`src/rtl/median_bitserial_if.sv`:
```
// Sample-in / result-out stream bundle for median_bitserial.
// The design sits on the slave side; the sample source and result sink sit on the master side.
interface median_bitserial_if #(
  parameter int WIDTH = 16
);
  logic             mode;
  logic             in_valid;
  logic             in_ready;
  logic [WIDTH-1:0] in_data;
  logic             out_valid;
  logic             out_ready;
  logic [WIDTH-1:0] out_data;

  modport slave (
    input  mode,
    input  in_valid,
    output in_ready,
    input  in_data,
    output out_valid,
    input  out_ready,
    output out_data
  );

  modport master (
    output mode,
    output in_valid,
    input  in_ready,
    output in_data,
    input  out_valid,
    output out_ready,
    input  out_data
  );
endinterface

```
`src/rtl/median_bitserial.sv`:
```
// Block median (or legacy bitwise majority) of N unsigned samples.
// Samples are buffered during LOAD. SEARCH then resolves the median one bit per
// cycle, MSB first, by narrowing a candidate mask while tracking the rank still
// wanted inside it. In majority mode SEARCH takes a single cycle. DONE presents
// the result one cycle after entry and holds it until it is accepted.
module median_bitserial #(
  parameter int WIDTH = 16,
  parameter int N     = 9
) (
  input  logic                 clk,
  input  logic                 rst,
  median_bitserial_if.slave    bus
);

  localparam int CW = $clog2(N + 1);
  localparam int BW = $clog2(WIDTH);

  if ((N % 2) != 1 || N < 3 || N > 15) begin : g_bad_n
    $error("median_bitserial: N must be odd and within 3..15");
  end
  if (WIDTH < 2 || WIDTH > 32) begin : g_bad_width
    $error("median_bitserial: WIDTH must be within 2..32");
  end

  typedef enum logic [1:0] {
    LOAD   = 2'd0,
    SEARCH = 2'd1,
    DONE   = 2'd2
  } state_t;

  // Number of set bits in an N-wide vector; never exceeds N, so CW bits suffice.
  function automatic logic [CW-1:0] popcount(input logic [N-1:0] v);
    logic [CW-1:0] acc;
    acc = {CW{1'b0}};
    for (int i = 0; i < N; i++) begin
      acc = acc + CW'(v[i]);
    end
    return acc;
  endfunction

  state_t           state_q, state_d;
  logic [CW-1:0]    count_q, count_d;
  logic             mode_q, mode_d;
  logic [N-1:0]     cand_q, cand_d;
  logic [CW-1:0]    rank_q, rank_d;
  logic [BW-1:0]    bit_q, bit_d;
  logic [WIDTH-1:0] result_q, result_d;
  logic             out_valid_q, out_valid_d;
  logic [WIDTH-1:0] out_data_q, out_data_d;
  logic [WIDTH-1:0] buf_q [N];

  logic             in_xfer_s;
  logic [N-1:0]     colbit_s;
  logic [CW-1:0]    ones_s;
  logic [WIDTH-1:0] maj_s;

  assign bus.in_ready  = (state_q == LOAD);
  assign bus.out_valid = out_valid_q;
  assign bus.out_data  = out_data_q;
  assign in_xfer_s     = bus.in_valid && (state_q == LOAD);

  // Column of bit b across all buffered samples, and the ones still in the candidate set.
  always_comb begin
    colbit_s = {N{1'b0}};
    for (int i = 0; i < N; i++) begin
      colbit_s[i] = buf_q[i][bit_q];
    end
    ones_s = popcount(cand_q & colbit_s);
  end

  // Legacy bitwise majority over the whole block, one column per result bit.
  always_comb begin
    logic [N-1:0] col;
    maj_s = {WIDTH{1'b0}};
    for (int b = 0; b < WIDTH; b++) begin
      col = {N{1'b0}};
      for (int i = 0; i < N; i++) begin
        col[i] = buf_q[i][b];
      end
      maj_s[b] = (popcount(col) >= CW'((N + 1) / 2));
    end
  end

  // Next-state and datapath updates for the LOAD / SEARCH / DONE sequence.
  always_comb begin
    state_d     = state_q;
    count_d     = count_q;
    mode_d      = mode_q;
    cand_d      = cand_q;
    rank_d      = rank_q;
    bit_d       = bit_q;
    result_d    = result_q;
    out_valid_d = out_valid_q;
    out_data_d  = out_data_q;
    case (state_q)
      LOAD: begin
        if (in_xfer_s) begin
          if (count_q == {CW{1'b0}}) begin
            mode_d = bus.mode;
          end else begin
            mode_d = mode_q;
          end
          if (count_q == CW'(N - 1)) begin
            count_d  = {CW{1'b0}};
            state_d  = SEARCH;
            cand_d   = {N{1'b1}};
            rank_d   = CW'((N + 1) / 2);
            bit_d    = BW'(WIDTH - 1);
            result_d = {WIDTH{1'b0}};
          end else begin
            count_d = count_q + {{(CW-1){1'b0}}, 1'b1};
          end
        end else begin
          count_d = count_q;
        end
      end
      SEARCH: begin
        if (mode_q) begin
          result_d = maj_s;
          state_d  = DONE;
        end else begin
          // Enough candidates have a 1 here to contain the wanted rank: median bit is 1.
          if (ones_s >= rank_q) begin
            result_d[bit_q] = 1'b1;
            cand_d          = cand_q & colbit_s;
          end else begin
            result_d[bit_q] = 1'b0;
            rank_d          = rank_q - ones_s;
            cand_d          = cand_q & ~colbit_s;
          end
          if (bit_q == {BW{1'b0}}) begin
            state_d = DONE;
          end else begin
            bit_d = bit_q - {{(BW-1){1'b0}}, 1'b1};
          end
        end
      end
      DONE: begin
        if (!out_valid_q) begin
          out_valid_d = 1'b1;
          out_data_d  = result_q;
        end else if (bus.out_ready) begin
          out_valid_d = 1'b0;
          state_d     = LOAD;
        end else begin
          out_valid_d = 1'b1;
        end
      end
      default: begin
        state_d     = LOAD;
        count_d     = {CW{1'b0}};
        out_valid_d = 1'b0;
      end
    endcase
  end

  // Control and result registers; reset discards any partial block or search.
  always_ff @(posedge clk) begin
    if (rst) begin
      state_q     <= LOAD;
      count_q     <= {CW{1'b0}};
      mode_q      <= 1'b0;
      cand_q      <= {N{1'b0}};
      rank_q      <= {CW{1'b0}};
      bit_q       <= {BW{1'b0}};
      result_q    <= {WIDTH{1'b0}};
      out_valid_q <= 1'b0;
      out_data_q  <= {WIDTH{1'b0}};
    end else begin
      state_q     <= state_d;
      count_q     <= count_d;
      mode_q      <= mode_d;
      cand_q      <= cand_d;
      rank_q      <= rank_d;
      bit_q       <= bit_d;
      result_q    <= result_d;
      out_valid_q <= out_valid_d;
      out_data_q  <= out_data_d;
    end
  end

  // Sample buffer: each accepted sample lands in the slot given by the load count.
  always_ff @(posedge clk) begin
    if (rst) begin
      for (int i = 0; i < N; i++) begin
        buf_q[i] <= {WIDTH{1'b0}};
      end
    end else begin
      for (int i = 0; i < N; i++) begin
        if (in_xfer_s && (count_q == CW'(i))) begin
          buf_q[i] <= bus.in_data;
        end else begin
          buf_q[i] <= buf_q[i];
        end
      end
    end
  end

endmodule

```
`src/flat_wrapper.sv`:
```
// flat-port wrapper written by rule: the top's interface ports become plain ports
module median_bitserial_flat 
#(
  parameter int WIDTH = 16,
  parameter int N     = 9
)
  (clk, rst, bus_mode, bus_in_valid, bus_in_ready, bus_in_data, bus_out_valid, bus_out_ready, bus_out_data);
  median_bitserial_if #(.WIDTH(WIDTH)) bus_i ();
  input  logic clk;
  input  logic rst;
  input wire logic [$bits(bus_i.mode)-1:0] bus_mode;
  input wire logic [$bits(bus_i.in_valid)-1:0] bus_in_valid;
  output wire logic [$bits(bus_i.in_ready)-1:0] bus_in_ready;
  input wire logic [$bits(bus_i.in_data)-1:0] bus_in_data;
  output wire logic [$bits(bus_i.out_valid)-1:0] bus_out_valid;
  input wire logic [$bits(bus_i.out_ready)-1:0] bus_out_ready;
  output wire logic [$bits(bus_i.out_data)-1:0] bus_out_data;
  assign bus_i.mode = bus_mode;
  assign bus_i.in_valid = bus_in_valid;
  assign bus_in_ready = bus_i.in_ready;
  assign bus_i.in_data = bus_in_data;
  assign bus_out_valid = bus_i.out_valid;
  assign bus_i.out_ready = bus_out_ready;
  assign bus_out_data = bus_i.out_data;
  median_bitserial #(.WIDTH(WIDTH), .N(N)) u_core (.clk(clk), .rst(rst), .bus(bus_i));
endmodule
```
`config.mk`:
```
export PLATFORM = sky130hd
export DESIGN_NAME = median_bitserial_flat
export DESIGN_NICKNAME = d
export VERILOG_FILES = /design/src/rtl/median_bitserial_if.sv /design/src/rtl/median_bitserial.sv /design/src/flat_wrapper.sv
export SDC_FILE = /design/constraint.sdc
export NUM_CORES = 1
export LEC_CHECK = 0
export ABC_AREA = 1
export CAP_MARGIN = 40
export CELL_PAD_IN_SITES_DETAIL_PLACEMENT = 1
export CELL_PAD_IN_SITES_GLOBAL_PLACEMENT = 1
export CORE_ASPECT_RATIO = 0.7
export CORE_MARGIN = 10
export CORE_UTILIZATION = 52
export CTS_CLUSTER_SIZE = 12
export DETAILED_ROUTE_END_ITERATION = 8
export GPL_TIMING_DRIVEN = 0
export PLACE_DENSITY = 0.95
export SETUP_SLACK_MARGIN = 0.1
export SLEW_MARGIN = 25
export SYNTH_ARGS = -nofsm -noshare
export SYNTH_HDL_FRONTEND = slang
export SYNTH_SLANG_ARGS = --single-unit
```
`constraint.sdc`:
```
create_clock -name clk -period 12.7 [get_ports clk]
set_clock_uncertainty 0.1 [all_clocks]
set_input_delay 2.54 -clock clk [delete_from_list [all_inputs] [get_ports clk]]
set_output_delay 2.54 -clock clk [all_outputs]
set_load 0.01 [all_outputs]
```
; ---- Word-level counts from Yosys, hierarchy flattened
; Memories as Yosys holds them, arrays and structs flattened.
; Index checks and enable logic that the tools add are counted.
[classes]
bitwise = 26
mux = 127
n_reduce_logical = 25
eq_ne = 18
n_lt_le_gt_ge = 19
n_addsub = 139
[op_table]
columns = operator, count
row1 = adder 4 x 1 -> 4 bit, 119
row2 = 2-to-1 mux 16 bit, 22
row3 = 2-to-1 mux 1 bit, 68
row4 = greater-or-equal comparator 4 x 3 -> 1 bit (second input constant), 16
row5 = 2-to-1 mux 4 bit, 10
row6 = binary-select mux 1 bit (select 4 bit), 9
row7 = 2-to-1 mux 9 bit, 4
row8 = adder 1 x 1 -> 2 bit, 17
row9 = case mux 16 bit (2 select lines), 1
row10 = case mux 4 bit (2 select lines), 3
row11 = bitwise AND 9 bit, 2
row12 = OR 1 bit, 18
row13 = case mux 9 bit (2 select lines), 1
row14 = bitwise AND 16 bit, 1
row15 = == test 4 x 3 -> 1 bit (second input constant), 4
row16 = NOT 16 bit, 1
row17 = OR 16 bit, 1
row18 = AND reduction 5 bit, 3
row19 = 2-to-1 mux 2 bit, 6
row20 = logical AND 1 bit, 11
row21 = NOT 9 bit, 1
row22 = == test 4 x 2 -> 1 bit (second input constant), 2
row23 = zero test 4 bit, 2
row24 = inequality test 2 bit (second input constant), 4
row25 = other kinds (22), 28
[word_totals]
memories = 1
output_inout_bits = 18
elab_cells = 364
ramBits = 144
reg_bits = 57
[memory_table]
columns = name, words, word_bits, read_ports, rd_clocked_by_memory_dff, write_ports, line_no
row1 = u_core.buf_q, 9, 16, 9, 0, 9, median_bitserial.sv:50  ; logic [WIDTH-1:0] buf_q [N];

; ---- Depth between registers and ports, before layout
; Gate-level depths: netlist of the first run.
; An unclocked memory read counts as a cell.
[depth]
ltp_word = 16
ltp_mapped = 33
mapped_depth_nobuf = 30

; ---- Least setup slack after synthesis of the first run
; OpenSTA, ideal clock, no wires.
[synth_path]
path_kind = reg2reg
start = reg u_core.bit_q[0]
end = reg u_core.result_q[0]
required_ns = 12.466
arrival_ns = 4.988
path_slack_ns = 7.479
period_less_slack_ns = 5.221
stages_incl_launch_ff = 28
path_cell_list = dfxtp_1 buf_6 inv_4 buf_6 buf_6 nand2_1 nand3_1 nand2_1 nand2_1 nand2_1 nor2_1 nor2_1 ha_1 inv_1 fa_1 inv_1 fa_1 fa_1 ha_1 fa_1 fa_1 o21ai_1 o21ai_1 inv_2 clkbuf_1 o21ai_0 nand3_1 a21oi_1
[synth_between]
elab_chain_cells = 15
elab_cells_between_ends = 39
[synth_rtl]
columns = element, line_no
row1 = start: declaration, median_bitserial.sv:46  ; logic [BW-1:0] bit_q, bit_d;
row2 = start signal: assignment, median_bitserial.sv:165  ; bit_q <= {BW{1'b0}};
row3 = start signal: assignment, median_bitserial.sv:175  ; bit_q <= bit_d;
row4 = binary-select mux 1 bit (select 4 bit), median_bitserial.sv:66  ; colbit_s[i] = buf_q[i][bit_q];
row5 = 2-to-1 mux 1 bit (not written as such), median_bitserial.sv:66
row6 = bitwise AND 9 bit, median_bitserial.sv:68  ; ones_s = popcount(cand_q & colbit_s);
row7 = adder 1 x 1 -> 2 bit, median_bitserial.sv:36  ; acc = acc + CW'(v[i]);
row8 = adder 4 x 1 -> 4 bit (7 in series), median_bitserial.sv:36
row9 = greater-or-equal comparator 4 bit, median_bitserial.sv:123  ; if (ones_s >= rank_q) begin
row10 = 2-to-1 mux 16 bit (*), median_bitserial.sv:123
row11 = 2-to-1 mux 16 bit (*), median_bitserial.sv:118  ; if (mode_q) begin
row12 = case mux 16 bit (2 select lines) (*), median_bitserial.sv:95  ; case (state_q)
row13 = end signal: assignment, median_bitserial.sv:166  ; result_q <= {WIDTH{1'b0}};
row14 = end signal: assignment, median_bitserial.sv:176  ; result_q <= result_d;
row15 = end: declaration, median_bitserial.sv:47  ; logic [WIDTH-1:0] result_q, result_d;
; Every way passes the cells marked *; elsewhere a longest branch is shown, timed or not. The select of a mux whose other input is x is not followed.
; A chain may end at the register's enable or synchronous reset.

; ---- Worst setup path after layout of the first run
[layout_path]
start = reg u_core.bit_q[1]
end = reg u_core.result_q[4]
; The elaborated chain is that of the path after synthesis.

==> impl_metrics.yaml, run 1 <==
logic_synthesis:
  netlist_top_cells_area: "edfxtp_1, fa_1, ha_1, inv_1, nand2_1"
  synth-xor-area-share_pct: 0.9041
  yosys_warnings: 0
  synth_area_mm2: 0.01356
  synth-seq-cells: 201
  synth.net_count: 1773
  synth_top_area_share_pct: 31.88
  yosysMostFrequentCell: "inv_1"
  synth_fa_ha_area_share_pct: 23.58
  synthSimpleGateAreaFrac_pct: 17.34
  ys_seq_area_share_pct: 40.30
  synth_compound_area_share_pct: 6.061
  synth_cell_types: 31
  synth_top_family_by_area: "adder cells"
  avgSynthCellArea_um2: 8.761
  synth_edf_count: 144
  async_flop_share_pct: 0
  synth_top_flop_cell: "edfxtp_1"
  muxShareOfSynthArea_pct: 0
  yosysTopAreaCell: "edfxtp_1"
  synthCells: 1548
  synth_commonest_cells: "inv_1, nand2_1, edfxtp_1"
routing:
  ant_nets: 0
  drt_pass1_iterations: 5
  wirelength_um: 50150
  drc: 0
  routed-via-count: 11621
  drt_iter0_drc: 1176
  routedWlPerCell_um: 25.47
  viasPerCell: 5.902
pwr:
  power_leakage_nw: 7.319
  ir_drop_uv: 121.5
  p_per_area_mw_per_mm2: 133.3
global_route:
  grt_pass1_vias: 13169
  antenna_found_initial: 0
  grt_max_degree: 16
  grt_usage_pct: 30.24
  grt_pass1_wl_um: 75740
  grt_overflow_total: 0
clock_network:
  postCtsSetupRepairBufs: 0
  cts_hold_buf: 0
  clock_sinks: 201
  cts-resized-gates: 0
  cts_buffer_depth: 3
  numCtsBuffers: 22
  htree_num_levels: 1
  path_clk_slew_ns: 0.07
  cts_tree: "yes"
  cts-root-buf: "clkbuf_16"
  clock_latency_ns: 0.54
timing:
  rsz0062_at_grt: "no"
  setup_viol: 0
  finalMaxSlewViolations: 0
  timing.final.ws_setup_ns: 5.838
  tns_ns: 0
  slew_headroom_pct: 41.72
  finalCritPeriodShare_pct: 54.03
  hold_violations: 0
  tightest_slew_ns: 0.8742
  max_freq_mhz: 145.7
  min_period_ns: 6.862
hold_path:
  hold_class: "flop to flop"
  min_path_cells: 2
critical_path:
  crit_start: "u_core.bit_q[1]$_SDFFE_PP0P_"
  cp_data_arrival_time_ns: 7.15
  endpoint: "u_core.result_q[4]$_SDFFE_PP0P_"
  crit_slowest_cell: "buf_1"
  slowest_delay_ns: 0.59
  r2r_cells: 26
  critPathKind: "flop to flop"
  r2r_end: "u_core.result_q[4]$_SDFFE_PP0P_"
  critPathMaxFanout: 10
  regToRegSetupSlack_ns: 5.84
  cp.required_ns: 12.99
  crit_path_end_kind: "flop"
  r2r-start: "u_core.bit_q[1]$_SDFFE_PP0P_"
  startpoint_type: "flop"
floorplan:
  coreArea_mm2: 0.02569
  io_pins: 39
  dieArea_mm2: 0.03304
  die_y_um: 155.1
  initial_core_util_pct: 52.79
  die_x_um: 213.0
  fp-row-count: 49
final_layout:
  fin_nets: 1846
  drive_gt1_share_pct: 6.048
  syn_to_final_growth_pct: 13.12
  final_cells: 1969
run_status:
  status: "completed"
place:
  portBuffers: 38
  gp_congestion: 0.9254
  placed_cells: 1927
  hpwl_um: 36200
  pre_cts_slack_ns: 6.401
flow_run:
  maxCapViolCount: 0
## routing by layer
layer	vias to the layer above	wire length (um)	GRT usage (%)
met5	-	0	0
met4	0	3334	18.75
met3	240	4441	7.828
met2	658	24200	51.51
met1	5766	18180	33.32
li1	4957	-	-
## flip-flops by register name, summed over array words and instances (netlist names)
register,cells
u_core.state_q,2
u_core.mode_q,1
u_core.cand_q,9
u_core.bus.out_data,16
u_core.bit_q,4
u_core.buf_q,144
u_core.result_q,16
u_core.count_q,4
u_core.rank_q,4
u_core.bus.out_valid,1
## final cells by class
| cell class | instances | area, um2 |
|---|---|---|
| fill | 2970 | 10350 |
| antenna | 1 | 2.502 |
| tap | 331 | 414.1 |
| clock inverter | 5 | 26.28 |
| multi-input combinational | 941 | 6586 |
| sequential | 201 | 5465 |
| timing repair buffer | 49 | 621.8 |
| buffer | 45 | 246.5 |
| inverter | 361 | 1358 |
| clock buffer | 35 | 620.6 |
## worst min-delay path by stage
stage                                   startpoint                                  end  slack (ns)
2_1_floorplan      u_core.result_q[0]$_SDFFE_PP0P_      u_core.result_q[0]$_SDFFE_PP0P_        0.35
3_3_place_gp         u_core.cand_q[2]$_SDFFE_PP0P_        u_core.cand_q[2]$_SDFFE_PP0P_        0.37
3_5_place_dp      u_core.result_q[14]$_SDFFE_PP0P_     u_core.result_q[14]$_SDFFE_PP0P_        0.37
4_1_cts        u_core.bus.out_data[5]$_SDFFE_PP0P_  u_core.bus.out_data[5]$_SDFFE_PP0P_        0.39
5_1_grt        u_core.bus.out_data[7]$_SDFFE_PP0P_  u_core.bus.out_data[7]$_SDFFE_PP0P_        0.41
6_report          u_core.result_q[13]$_SDFFE_PP0P_     u_core.result_q[13]$_SDFFE_PP0P_        0.39
## metrics by stage
step	area (um2)	power (mW)	utilization [%]	hold WS [ns]
2_1_floorplan	13560	1.185	-	0.3544
3_3_place_gp	14360	1.293	55.89	0.3661
3_5_place_dp	14680	1.409	57.15	0.3747
4_1_cts	15330	2.039	59.67	0.3923
5_1_grt	15340	2.135	59.71	0.4142
6_report	15340	2.046	59.72	0.3917
## cells in the final DEF, fill, tap and decap left out, types with 3 or more instances in the layout
| master | synthesis | layout |
|---|---|---|
| fa_1 | 86 | 86 |
| clkbuf_16 | 0 | 23 |
| o21ai_0 | 52 | 45 |
| clkdlybuf4s50_1 | 0 | 38 |
| buf_1 | 3 | 3 |
| a21oi_2 | 4 | 4 |
| xor2_1 | 14 | 14 |
| ha_1 | 118 | 118 |
| buf_16 | 0 | 7 |
| a21oi_1 | 66 | 66 |
| inv_2 | 7 | 7 |
| o21ai_1 | 4 | 4 |
| buf_6 | 6 | 9 |
| inv_1 | 353 | 353 |
| nand2_2 | 4 | 4 |
| edfxtp_1 | 144 | 144 |
| o221ai_1 | 4 | 4 |
| nand3_1 | 117 | 117 |
| o21ai_4 | 0 | 7 |
| nor2_1 | 98 | 98 |
| buf_2 | 22 | 22 |
| dfxtp_1 | 57 | 57 |
| nor2_2 | 4 | 4 |
| nand2_1 | 347 | 347 |
| clkinv_2 | 0 | 4 |
| o2111ai_1 | 12 | 12 |
| clkbuf_1 | 13 | 24 |
## where the power goes
group	internal [mW]	total (mW)	switching (mW)
Sequential	0.745	0.763	0.0181
Clock	0.336	0.617	0.282
Combinational	0.251	0.665	0.415
## worst max-delay path: cells and delay by family (launching register included)
kind	cells	cell delay (ns)
buffers and inverters	6	1.68
adders and majority gates	7	2.84
DFF	1	0.39
xor gates and xnor gates	1	0.18
and+or+nand+nor	8	0.96
AOI/OAI and AO/OA	4	0.55
## kinds of logic after synthesis
kind of cell / Yosys count
AND/OR/NAND/NOR: 576
buffers and inverters: 406
adder cells (fa/ha/maj): 204
flip-flops: 201
AO/OA/AOI/OAI: 147
XOR/XNOR: 14
No activity file was read; power rests on OpenSTA's default activity.
==> inputs of run 2 (changes only) <==
CORE_UTILIZATION = 44   (was 52)
PLACE_DENSITY = 0.86   (was 0.95)
clock period = 6.1 ns   (was 12.7 ns; I/O delays follow)
==> run 2 against run 1 <==
  * Hold slack got worse by 0.013 ns
  * Power grew 110%
  * Global-route usage down 7.4 points
  * Via count down 4.1%
  * Flip-flop and latch count unchanged
  * Cell area up 1.7%
  * Critical path depth is 4 higher
  * Wire length decreased by 10%
  * Die area up 16%
  * Largest cell class unchanged
  * Highest routed layer unchanged
==> impl_metrics.yaml, run 2 (synthesis results as in run 1) <==
global_route:
  grt_usage_pct: 22.81
  grt_pass1_wl_um: 67970
  grt_pass1_vias: 12170
  grt_overflow_total: 0
  antenna_found_initial: 0
  grt_max_degree: 17
clock_network:
  cts_buffer_depth: 3
  htree_num_levels: 1
  cts-root-buf: "clkbuf_16"
  numCtsBuffers: 23
  cts_tree: "yes"
  path_clk_slew_ns: 0.06
  clock_latency_ns: 0.53
  cts_hold_buf: 0
  clock_sinks: 201
final_layout:
  fill_cells: 3495
  largest_register: "u_core.buf_q"
  antenna_cells: 0
  syn_to_final_growth_pct: 15.08
  largest_register_ffs: 144
  drive_gt1_share_pct: 7.903
  seqCellArea_mm2: 0.005468
  fin_nets: 1854
  multi_input_area_mm2: 0.006631
  mostFrequentLayoutCells: "inv_1, nand2_1, edfxtp_1, ha_1, nand3_1"
  final_cells: 2057
  final_common_cell: "inv_1"
pwr:
  power_leakage_nw: 7.387
  p_clk_share_pct: 32.0
  p_switching_mw: 1.429
  p_comb_share_pct: 30.7
  finalPower_mw: 4.240
  swShare_pct: 33.70
  p_per_area_mw_per_mm2: 271.7
  p_int_mw: 2.811
  ir_drop_uv: 217.0
  power_frac_seq_pct: 37.3
critical_path:
  r2r_cells: 30
  r2r-start: "u_core.bit_q[0]$_SDFFE_PP0P_"
  crit_family: "adder cells"
  crit_slowest_cell: "fa_1"
  slowest_delay_ns: 0.56
  startpoint_type: "flop"
  critical_path_cell_count: 30
  path_common_cell: "nand2_1"
  critPathMaxFanout: 10
  crit_start: "u_core.bit_q[0]$_SDFFE_PP0P_"
  regToRegSetupSlack_ns: 0.20
  crit_path_end_kind: "flop"
  r2r_end: "u_core.cand_q[7]$_SDFFE_PP0P_"
  endpoint: "u_core.cand_q[7]$_SDFFE_PP0P_"
  critPathKind: "flop to flop"
  cp_data_arrival_time_ns: 6.26
  cp.required_ns: 6.46
  path_buf_inv: 8
floorplan:
  coreArea_mm2: 0.03017
  initial_core_util_pct: 44.95
  fp-row-count: 53
  die_y_um: 166.9
  dieArea_mm2: 0.03836
  io_pins: 39
  die_x_um: 229.8
routing:
  ant_nets: 0
  drt_iter0_drc: 1032
  wirelength_um: 44940
  viasPerCell: 5.419
  drc: 0
  routed-via-count: 11147
  drt_pass1_iterations: 6
  routedWlPerCell_um: 21.85
timing:
  finalCritPeriodShare_pct: 96.71
  slew_headroom_pct: 42.05
  tightest_slew_ns: 0.8692
  rsz0062_at_grt: "yes"
  hold_violations: 0
  max_freq_mhz: 169.5
  tns_ns: 0
  finalMaxSlewViolations: 0
  min_period_ns: 5.899
  setup_viol: 0
place:
  placed_cells: 2008
  hpwl_um: 34230
  gp_congestion: 0.9196
  portBuffers: 38
flow_run:
  maxCapViolCount: 0
hold_path:
  hold_class: "flop to flop"
run_status:
  status: "completed"
-- run 2: metrics by stage --
stage	hold WS [ns]	util (%)	cell area (um2)	setup slack, ns
after floorplan	0.3544	-	13560	0.8786
after global placement	0.3659	47.92	14460	-0.1199
after detailed placement	0.3701	48.94	14770	-0.2616
after CTS	0.3831	51.45	15520	0.1156
after global routing	0.4028	51.73	15610	0.03463
final	0.3790	51.73	15610	0.2005
-- run 2: worst min-delay path by stage --
stage	slack (ns)	end	start	cells past startpoint
2_1_floorplan	0.35	u_core.result_q[0]$_SDFFE_PP0P_	u_core.result_q[0]$_SDFFE_PP0P_	2
3_3_place_gp	0.37	u_core.cand_q[4]$_SDFFE_PP0P_	u_core.cand_q[4]$_SDFFE_PP0P_	2
3_5_place_dp	0.37	u_core.bus.out_data[4]$_SDFFE_PP0P_	u_core.bus.out_data[4]$_SDFFE_PP0P_	2
4_1_cts	0.38	u_core.result_q[8]$_SDFFE_PP0P_	u_core.result_q[8]$_SDFFE_PP0P_	2
5_1_grt	0.40	u_core.result_q[8]$_SDFFE_PP0P_	u_core.result_q[8]$_SDFFE_PP0P_	2
6_report	0.38	u_core.bus.out_data[0]$_SDFFE_PP0P_	u_core.bus.out_data[0]$_SDFFE_PP0P_	2
-- run 2: what timing repair did --
item,CTS,global route
endpoints found under the setup margin,26,29
gates resized for setup,8,25
buffers inserted,5,2
pin swaps,2,7
cloned,0,1
-- run 2: cell type report --
cell class | count | area share (%)
Timing Repair Buffer | 55 | 4.145
Buffer | 45 | 1.844
Clock inverter | 5 | 0.1603
Tap cell | 412 | 3.303
Inverter | 361 | 8.698
Sequential cell | 201 | 35.03
Multi-Input combinational cell | 942 | 42.49
Clock buffer | 36 | 4.329
-- run 2: metal layers --
layer | vias to the layer above | global-route usage [%] | wire length, um
met3 | 94 | 7.180 | 4579
li1 | 4970 | - | -
met5 | - | 0 | 0
met1 | 5611 | 28.43 | 18150
met2 | 472 | 37.63 | 20980
met4 | 0 | 5.961 | 1238
-- run 2: worst reg2reg max path: cells and delay by family, from the launching register on --
kind,cells,cell delay (ns)
adder cells (fa/ha/maj),7,2.67
AO/OA/AOI/OAI,3,0.27
AND/OR/NAND/NOR,11,1.22
buffers and inverters,8,0.99
XOR/XNOR,1,0.23
flip-flops,1,0.35
-- run 2: power by group through the flow --
stage	registers, mW	clock network [mW]	logic, mW
after floorplan	1.60	0	0.867
final	1.58	1.36	1.30
after CTS	1.58	1.36	1.30
after global placement	1.61	0	1.10
after global routing	1.59	1.42	1.49
after detailed placement	1.61	0	1.27
